### config.mk
export PLATFORM = sky130hd
export DESIGN_NAME = mem_burst_arbiter
export DESIGN_NICKNAME = d
export VERILOG_FILES = /design/src/rtl/mannix_mem_pkg.sv /design/src/rtl/mem_arb_picker.sv /design/src/rtl/mem_burst_arbiter.sv
export SDC_FILE = /design/constraint.sdc
export NUM_CORES = 1
export LEC_CHECK = 0
export ABC_AREA = 0
export CORE_AREA = 4 4 276 278
export DETAILED_ROUTE_END_ITERATION = 7
export DIE_AREA = 0 0 280 282
export DONT_BUFFER_PORTS = 1
export PLACE_DENSITY = 0.43
export RECOVER_POWER = 100
export SETUP_SLACK_MARGIN = 0.02
export SYNTH_ARGS = -nofsm -noshare
export SYNTH_HDL_FRONTEND = slang
export SYNTH_SLANG_ARGS = --single-unit
### constraint.sdc
create_clock -name clk -period 3.95 [get_ports clk]
set_input_delay 0.1975 -clock clk [delete_from_list [all_inputs] [get_ports clk]]
set_output_delay 0.1975 -clock clk [all_outputs]
set_load 0.03 [all_outputs]
### src/rtl/mannix_mem_pkg.sv
// Shared types and helpers for the memory burst arbiter.
//   arb_state_e : burst FSM states
//   arb_mode_e  : arbitration policy selector
//   lane_mask() : final-beat lane-valid mask from (valid lanes - 1)
package mannix_mem_pkg;

    typedef enum logic [1:0] {
        IDLE  = 2'd0,
        ISSUE = 2'd1,
        DRAIN = 2'd2
    } arb_state_e;

    typedef enum logic {
        ARB_FIXED = 1'b0,
        ARB_RR    = 1'b1
    } arb_mode_e;

    // Widest lane mask the helper can produce; callers truncate to their lane count.
    localparam int unsigned MASK_MAX_W = 64;

    // Lanes 0..last_valid set, all others clear.
    function automatic logic [MASK_MAX_W-1:0] lane_mask(input int unsigned last_valid);
        if (last_valid >= MASK_MAX_W - 1) begin
            return '1;
        end
        return (MASK_MAX_W'(1) << (last_valid + 1)) - MASK_MAX_W'(1);
    endfunction

endpackage

### src/rtl/mem_arb_picker.sv
// Combinational winner select for the burst arbiter.
//   req       : per-client request vector
//   prio      : high-priority class (fixed mode only)
//   mode      : fixed priority or round-robin
//   ptr       : round-robin start index (must be < NUM_CLIENTS)
//   win       : one-hot winner
//   win_idx   : winner index
//   win_valid : at least one request present
module mem_arb_picker
    import mannix_mem_pkg::*;
#(
    parameter int unsigned NUM_CLIENTS = 5,
    localparam int unsigned IDX_W = (NUM_CLIENTS > 1) ? $clog2(NUM_CLIENTS) : 1
) (
    input  logic [NUM_CLIENTS-1:0] req,
    input  logic [NUM_CLIENTS-1:0] prio,
    input  arb_mode_e              mode,
    input  logic [IDX_W-1:0]       ptr,
    output logic [NUM_CLIENTS-1:0] win,
    output logic [IDX_W-1:0]       win_idx,
    output logic                   win_valid
);

    always_comb begin
        logic [NUM_CLIENTS-1:0] cand;
        int unsigned            idx;
        win       = '0;
        win_idx   = '0;
        win_valid = 1'b0;
        cand      = '0;
        idx       = 0;
        if (mode == ARB_RR) begin
            // First requester at or after ptr, scanning circularly.
            for (int unsigned i = 0; i < NUM_CLIENTS; i++) begin
                idx = 32'(ptr) + i;
                if (idx >= NUM_CLIENTS) begin
                    idx = idx - NUM_CLIENTS;
                end
                if (!win_valid && req[IDX_W'(idx)]) begin
                    win_valid = 1'b1;
                    win_idx   = IDX_W'(idx);
                end
            end
        end else begin
            // High-priority class wins if any of it is requesting; lowest index within the class.
            cand = ((req & prio) != '0) ? (req & prio) : req;
            for (int unsigned i = 0; i < NUM_CLIENTS; i++) begin
                if (!win_valid && cand[IDX_W'(i)]) begin
                    win_valid = 1'b1;
                    win_idx   = IDX_W'(i);
                end
            end
        end
        if (win_valid) begin
            win = NUM_CLIENTS'(1) << win_idx;
        end
    end

endmodule

### src/rtl/mem_burst_arbiter.sv
// N-client read-burst arbiter in front of a single memory read port.
//   clk, rst                 : clock, synchronous active-high reset
//   arb_mode, client_prio    : arbitration policy, fixed-mode priority class
//   cl_req/addr/len/last_valid : per-client burst requests (flattened vectors)
//   cl_gnt                   : one-cycle one-hot grant
//   cl_rvalid/rdata/rlast/rlane_en : return beats routed to the burst owner
//   mem_req/addr/ready       : address channel toward memory
//   mem_rvalid/rdata         : in-order read returns from memory
//   busy, err_stray          : burst in flight, return with nothing outstanding
module mem_burst_arbiter
    import mannix_mem_pkg::*;
#(
    parameter int unsigned NUM_CLIENTS = 5,
    parameter int unsigned ADDR_W      = 19,
    parameter int unsigned DATA_W      = 256,
    parameter int unsigned NUM_LANES   = 16,
    parameter int unsigned MAX_BURST   = 16,
    localparam int unsigned LEN_W  = $clog2(MAX_BURST),
    localparam int unsigned LANE_W = $clog2(NUM_LANES)
) (
    input  logic                          clk,
    input  logic                          rst,
    input  logic                          arb_mode,
    input  logic [NUM_CLIENTS-1:0]        client_prio,
    input  logic [NUM_CLIENTS-1:0]        cl_req,
    input  logic [NUM_CLIENTS*ADDR_W-1:0] cl_addr,
    input  logic [NUM_CLIENTS*LEN_W-1:0]  cl_len,
    input  logic [NUM_CLIENTS*LANE_W-1:0] cl_last_valid,
    output logic [NUM_CLIENTS-1:0]        cl_gnt,
    output logic [NUM_CLIENTS-1:0]        cl_rvalid,
    output logic [DATA_W-1:0]             cl_rdata,
    output logic                          cl_rlast,
    output logic [NUM_LANES-1:0]          cl_rlane_en,
    output logic                          mem_req,
    output logic [ADDR_W-1:0]             mem_addr,
    input  logic                          mem_ready,
    input  logic                          mem_rvalid,
    input  logic [DATA_W-1:0]             mem_rdata,
    output logic                          busy,
    output logic                          err_stray
);

    localparam int unsigned IDX_W = (NUM_CLIENTS > 1) ? $clog2(NUM_CLIENTS) : 1;
    localparam int unsigned CNT_W = LEN_W + 1;

    arb_state_e         state_q;
    logic [IDX_W-1:0]   rr_ptr;
    logic [IDX_W-1:0]   owner_q;
    logic [LEN_W-1:0]   len_q;
    logic [LANE_W-1:0]  last_valid_q;
    logic [CNT_W-1:0]   issue_cnt;
    logic [CNT_W-1:0]   ret_cnt;

    logic [NUM_CLIENTS-1:0] win;
    logic [IDX_W-1:0]       win_idx;
    logic                   win_valid;
    logic                   beat_pending;

    mem_arb_picker #(
        .NUM_CLIENTS (NUM_CLIENTS)
    ) u_picker (
        .req       (cl_req),
        .prio      (client_prio),
        .mode      (arb_mode_e'(arb_mode)),
        .ptr       (rr_ptr),
        .win       (win),
        .win_idx   (win_idx),
        .win_valid (win_valid)
    );

    // A return is legitimate only while fewer beats have come back than were issued.
    assign beat_pending = (ret_cnt != issue_cnt);

    // Burst FSM, counters, latched context and return register stage.
    always_ff @(posedge clk) begin
        if (rst) begin
            state_q      <= IDLE;
            rr_ptr       <= '0;
            owner_q      <= '0;
            len_q        <= '0;
            last_valid_q <= '0;
            issue_cnt    <= '0;
            ret_cnt      <= '0;
            cl_gnt       <= '0;
            cl_rvalid    <= '0;
            cl_rdata     <= '0;
            cl_rlast     <= 1'b0;
            cl_rlane_en  <= '0;
            mem_req      <= 1'b0;
            mem_addr     <= '0;
            busy         <= 1'b0;
            err_stray    <= 1'b0;
        end else begin
            cl_gnt      <= '0;
            cl_rvalid   <= '0;
            cl_rlast    <= 1'b0;
            cl_rlane_en <= '0;
            err_stray   <= 1'b0;

            // Return path runs in every state; strays are dropped without touching the FSM.
            if (mem_rvalid) begin
                if (beat_pending) begin
                    cl_rvalid <= NUM_CLIENTS'(1) << owner_q;
                    cl_rdata  <= mem_rdata;
                    ret_cnt   <= ret_cnt + 1'b1;
                    if (ret_cnt == {1'b0, len_q}) begin
                        cl_rlast    <= 1'b1;
                        cl_rlane_en <= NUM_LANES'(lane_mask(32'(last_valid_q)));
                    end else begin
                        cl_rlane_en <= '1;
                    end
                end else begin
                    err_stray <= 1'b1;
                end
            end

            case (state_q)
                IDLE: begin
                    if (win_valid) begin
                        cl_gnt       <= win;
                        mem_req      <= 1'b1;
                        mem_addr     <= cl_addr[win_idx*ADDR_W +: ADDR_W];
                        len_q        <= cl_len[win_idx*LEN_W +: LEN_W];
                        last_valid_q <= cl_last_valid[win_idx*LANE_W +: LANE_W];
                        owner_q      <= win_idx;
                        issue_cnt    <= '0;
                        ret_cnt      <= '0;
                        busy         <= 1'b1;
                        state_q      <= ISSUE;
                        if (arb_mode_e'(arb_mode) == ARB_RR) begin
                            rr_ptr <= (win_idx == IDX_W'(NUM_CLIENTS - 1)) ? '0 : win_idx + 1'b1;
                        end
                    end
                end
                ISSUE: begin
                    // Address advances only on acceptance, so it holds through stalls.
                    if (mem_ready) begin
                        mem_addr  <= mem_addr + 1'b1;
                        issue_cnt <= issue_cnt + 1'b1;
                        if (issue_cnt == {1'b0, len_q}) begin
                            mem_req <= 1'b0;
                            state_q <= DRAIN;
                        end
                    end
                end
                DRAIN: begin
                    if (mem_rvalid && beat_pending && (ret_cnt == {1'b0, len_q})) begin
                        busy    <= 1'b0;
                        state_q <= IDLE;
                    end
                end
                default: begin
                    state_q <= IDLE;
                end
            endcase
        end
    end

endmodule

# Word level (Yosys, flattened, before mapping)
# Index checks and enable logic that the tools add are counted.
# word_totals
ff_bits,331
output_inout_bits,305
elab_cells,170
in_bits,406
# op_classes
eq_ne,10
n_reduce_logical,32
shift,6
muxes,75
order_cmp,10
bitwise_logic,5
mul,1
addsub,15
# op_table
cell,n
indexed part select 95 x 9 -> 19 bit,1
2-to-1 mux 3 bit,18
indexed part select 20 x 6 -> 4 bit,2
2-to-1 mux 19 bit,2
one-hot mux 19 bit (2 select lines),1
2-to-1 mux 5 bit,7
2-to-1 mux 1 bit,31
"< comparator 3 x 4 -> 1 bit, second input constant",5
"adder 19 x 1 -> 19 bit, second input constant",1
"greater-or-equal comparator 4 x 3 -> 1 bit, second input constant",4
2-to-1 mux 16 bit,1
"left shift 1 x 5 -> 16 bit, first input constant",1
"subtractor 16 x 2 -> 16 bit, second input constant",1
binary-select mux 1 bit (select 3 bit),5
"subtractor 3 bit, second input constant",5
2-to-1 mux 2 bit,6
"adder 5 x 1 -> 5 bit, second input constant",2
== test 5 x 4 -> 1 bit,2
logical AND 1 bit,10
one-hot mux 5 bit (2 select lines),1
"left shift 1 x 3 -> 5 bit, first input constant",2
AND reduction 3 bit,3
"adder 3 x 2 -> 4 bit, second input constant",2
zero test 1 bit,8
other kinds (23),33

# Depth between registers and ports, before layout
# depth
ltp_word,27
ltp_mapped,18
depth_no_buf,15

# Cells and area by module
# Synthesis repeated with hierarchy kept, for this count alone.
# hier_totals
hier_cells,1807
area_unflattened_um2,14510.2
# modules_own_cells
module,cells_each,seq_area_each_um2,n_inst,area_per_inst_um2
mem_burst_arbiter,1611,6626.4,1,13113.8
mem_arb_picker,196,0.0,1,1396.3

# Least setup slack after synthesis
# OpenSTA, ideal clock, no wires.
# synth_timing
path_kind,register to register
from,reg rr_ptr[1]
to,reg rr_ptr[2]
slack_ns,-0.130
required_ns,3.859
arrival_time_ns,3.989
synth_period_minus_slack_ns,4.080
setup_time_ns,0.091
path_stages_with_launch,17
n_path_buf,3
path_cell_list,dfxtp_1 buf_4 inv_1 ha_1 a21o_1 or3_1 a32oi_1 o32ai_1 or4b_4 o41ai_1 o21a_1 buf_4 inv_2 clkbuf_1 ha_1 or3_1 a311oi_1
# synth_between
elab_chain_cells,25
word_cells_on_any_way,62
cone_classes,add/sub: 10; order compare: 5; eq/ne: 1; mux: 37; reduce/logical: 9
# synth_lines
element,line,text
start: declaration,mem_burst_arbiter.sv:47,logic [IDX_W-1:0] rr_ptr;
start signal: assignment,mem_burst_arbiter.sv:131,rr_ptr <= (win_idx == IDX_W'(NUM_CLIENTS - 1)) ? '0 : win_idx + 1'b1;
"parallel branches: the longest is 21 deep, another holds adder 3 x 1 -> 4 bit",n/a,
2-to-1 mux 3 bit *,mem_arb_picker.sv:39,if (!win_valid && req[IDX_W'(idx)]) begin
2-to-1 mux 3 bit *,mem_arb_picker.sv:32,if (mode == ARB_RR) begin
net u_picker.win_idx[0],mem_arb_picker.sv:20,"output logic [IDX_W-1:0] win_idx,"
adder 3 x 1 -> 3 bit / == test 3 bit (equally long branches),mem_burst_arbiter.sv:131,
2-to-1 mux 3 bit *,mem_burst_arbiter.sv:131,
# Mark *: on every way through the listed nets, which the timed path passes. The select of a mux whose other input is x is not followed.
# A chain may end at the register's enable or synchronous reset.

# Final worst setup path
# layout_timing
from,reg rr_ptr[0]
to,reg mem_addr[9]
# layout_between
elab_chain_cells,27
word_cells_on_any_way,64
cone_classes,add/sub: 9; mul: 1; order compare: 5; eq/ne: 1; shift: 1; mux: 38; reduce/logical: 9
# layout_lines
element,line,text
"parallel branches: the longest is 27 deep, another holds adder 3 x 1 -> 4 bit",n/a,
end signal: assignment,mem_burst_arbiter.sv:122,mem_addr <= cl_addr[win_idx*ADDR_W +: ADDR_W];
end signal: assignment,mem_burst_arbiter.sv:138,mem_addr <= mem_addr + 1'b1;
end: declaration,mem_burst_arbiter.sv:35,"output logic [ADDR_W-1:0] mem_addr,"
# Several ways; the timed one is not identified. The select of a mux whose other input is x is not followed.

==> impl_metrics.csv <==
group,metric,value,unit
synthesis,ys_warn_count,0,
setup_path,crit_arrival,4240,ps
setup_path,critPathSlowestCell,"or4b_4",
setup_path,cp_common_cell,"buf_4",
status,status,"finished, final reports clean",
synthesis,yosysSeqAreaShare,46.1,%
global_routing,grt_pass1_wl,87.7,mm
global_routing,antenna_found_initial,4,
timing,hold_viol,0,
drt,vias,14800,
drt,post_drt_wl_per_cell,19.3,um
timing,max_slew_margin,16.2,%
pwr,p_leak,7.48,nW
floorplanning,start_util,19.5,%
clock_network,cts_buffers,40,
timing,fin_setup_tns,0,ps
timing,fin_worst_skew,19.8,ps
timing,fin_crit_sh,95.3,%
drt,wl,61.4,mm
drt,drt_iter0_markers,985,
setup_path,critPathLaunchType,"flop",
floorplanning,rows,100,
pwr,vdd_drop_max,0.547,mV
timing,drv_slew,0,
synthesis,synth-edff-count,0,
place,gp_congestion,0.901,
cells_and_area,fin_nets,2601,
synthesis,synth_nets,2264,
global_routing,grt_max_degree,217,
drt,viasPerCell,4.64,
setup_path,cp_num_buf_inv,3,
clock_network,h-tree-depth,2,
pwr,p_per_area,727,mW/mm2
clock_network,cts_tree,"done",
timing,fmax,0.266,GHz
global_routing,grt_pass1_vias,14700,
cells_and_area,n_fill_cell,7830,
drt,drt_first_pass_iters,5,
clock_network,clk_path_buf_depth,3,
drt,drc,0,
cells_and_area,area_growth,44.0,%
floorplanning,die-area,0.0790,mm2
clock_network,clk_pin_slew_worst_paths,60,ps
floorplanning,num_io_pins,711,
cells_and_area,layout_commonest_cell,"nand2_1",
cells_and_area,final_util,28.0,%
place,dp_hpwl,43.0,mm
cells_and_area,drive_above_1_share,8.33,%
timing,finalSetupViolations,0,
hold_path,hp-class,"primary input to flop",
synthesis,syn_avg_cell_area,7.81,um2
drt,detail-route-antenna-nets,0,
setup_path,worst-path-max-fanout,19,
synthesis,synthCells,1843,
setup_path,path_class,"flop to flop",
synthesis,synthesis.area,0.0144,mm2
global_routing,grt_use_total,14.1,%
setup_path,critPathCaptureType,"flop",
setup_path,max_stage_delay,540,ps
synthesis,synth-async-reset-ratio,0,%
setup_path,crit_path_cell_trace,"buf_4 > ha_2 > a21o_1 > or3_1 > a32oi_2 > o32ai_1 > or4b_4 > o41ai_1 > o21a_2 > buf_4 > buf_6 > a41oi_1 > a211o_1 > a21oi_1",
place,port_buffers,0,
synthesis,ys_seq_elements,331,
clock_network,clock_latency,560,ps
floorplanning,core,0.0739,mm2
setup_path,cp.required,4430,ps
global_routing,grt-ovfl-total,0,
clock_network,clkSinkCount,331,
floorplanning,fp.dieH,282,um
run,maxCapViolations,0,
clock_network,root_buffer,"clkbuf_16",
timing,tightest_slew,1260,ps
timing,grt_setup_unrepaired,"no",
timing,finalWorstPathRequiredPeriod,3760,ps
synthesis,ys_dominant_reg_cell,"dfxtp_1",
synthesis,synth_cell_type_count,72,
setup_path,crit_family,"compound AO/OA/AOI/OAI gates",
floorplanning,die_width,280,um
cells_and_area,layout_common_cells,"nand2_1 (556), dlygate4sd3_1 (373), dfxtp_1 (330), a21oi_1 (325), nor2_1 (67)",
==> logic make-up (layout without fill, tap and decap cells) <==
logic type	count (synthesis)	count (layout)	share of synthesized area (%)
AOI/OAI and AO/OA	504	504	20.4
xor gates and xnor gates	32	32	1.95
adders and majority gates	15	15	1.36
buffers and inverters	160	526	4.45
DFF	331	331	46.1
muxes	50	50	3.75
other	1	3	0.0261
and+or+nand+nor	750	750	22.0
==> report_power, final <==
part	internal, mW	total [mW]	switching, mW	leakage (nW)
registers	3.80	5.05	1.25	2.68
logic	2.76	6.37	3.61	4.16
clock network	2.14	3.65	1.51	0.630
total	8.69	15.1	6.37	7.48
==> Yosys cell counts, drive strengths merged, types with 10 or more instances <==
library cell  count  area [um2]
nand2           557        2090
dfxtp           331        6630
a21oi           327        1640
clkbuf          112         420
nor2             67         251
o21ai            38         190
mux2             31         349
buf              30         150
xnor2            22         193
and2             21         131
nand3            20         100
mux2i            19         190
inv              17        66.3
a211oi           14         105
ha               14         175
nand2b           14        87.6
nor3             14        92.6
o22ai            14        87.6
a211o            12         105
a31oi            12        75.1
o21a             10        75.1
xor2             10        87.6
==> timing repair <==
action / in CTS / in global routing
buffers inserted: 0 / 2
endpoints found under the setup margin: 0 / 36
endpoints found under the hold margin: 297 / 0
resized for setup: 0 / 14
hold buffers: 374 / 0
==> per-layer routing <==
layer	up-vias	GRT usage (%)	share of wire (%)
met5	-	0	0.021
met4	2	5.99	3.9
met3	136	4.26	8.5
met2	657	23.5	48
met1	7003	16.9	39
li1	6956	-	-
==> path summary, 6_finish.rpt <==
check,to,slack [ps],from,cells after the start
worst min-delay path,mem_addr[6],50,cl_addr[25],3
worst max-delay path,mem_addr[9],190,rr_ptr[0],14
worst max register to register,mem_addr[9],190,rr_ptr[0],14
worst min register to register,len_q[2],530,len_q[2],2
==> sequential cells by signal (all words and copies together), names as in the netlist, 2 cells and up <==
register / count
state_q: 2
cl_rvalid: 5
len_q: 4
ret_cnt: 5
last_valid_q: 4
issue_cnt: 5
mem_addr: 19
cl_rdata: 256
cl_gnt: 5
rr_ptr: 3
cl_rlane_en: 16
owner_q: 3
==> final cells by class <==
| cell class | count | area (um2) | area share (%) |
|---|---|---|---|
| Clock buffer | 55 | 1130 | 5.45 |
| Tap cell | 969 | 1210 | 5.85 |
| Clock inverter | 16 | 154 | 0.743 |
| Timing Repair Buffer | 437 | 4320 | 20.9 |
| Antenna cell | 2 | 5.00 | 0.0242 |
| Sequential cell | 331 | 6630 | 32.0 |
| Inverter | 18 | 73.8 | 0.356 |
| Multi-Input combinational cell | 1352 | 7190 | 34.7 |
==> metrics by stage <==
step                      hold slack [ps]  instances  total power [mW]  area, um2  setup slack [ps]
after floorplan                       334       1843              8.90      14400              34.6
after global placement                294       2730              10.9      15600               130
after detailed placement              292       2730              10.9      15600              80.3
after CTS                           0.116       3175              15.1      20700              75.8
after global routing                 49.4       3179              15.9      20700              21.5
final                                49.6       3180              15.1      20700               186
==> worst reg2reg max path, cell delays in order (launching register included) <==
cell and delay, ps:
dfxtp_1 320, buf_4 180, ha_2 200, a21o_1 170
or3_1 330, a32oi_2 240, o32ai_1 140, or4b_4 540
o41ai_1 260, o21a_2 290, buf_4 180, buf_6 210
a41oi_1 160, a211o_1 320, a21oi_1 150
(Power assumes the default switching activity.)
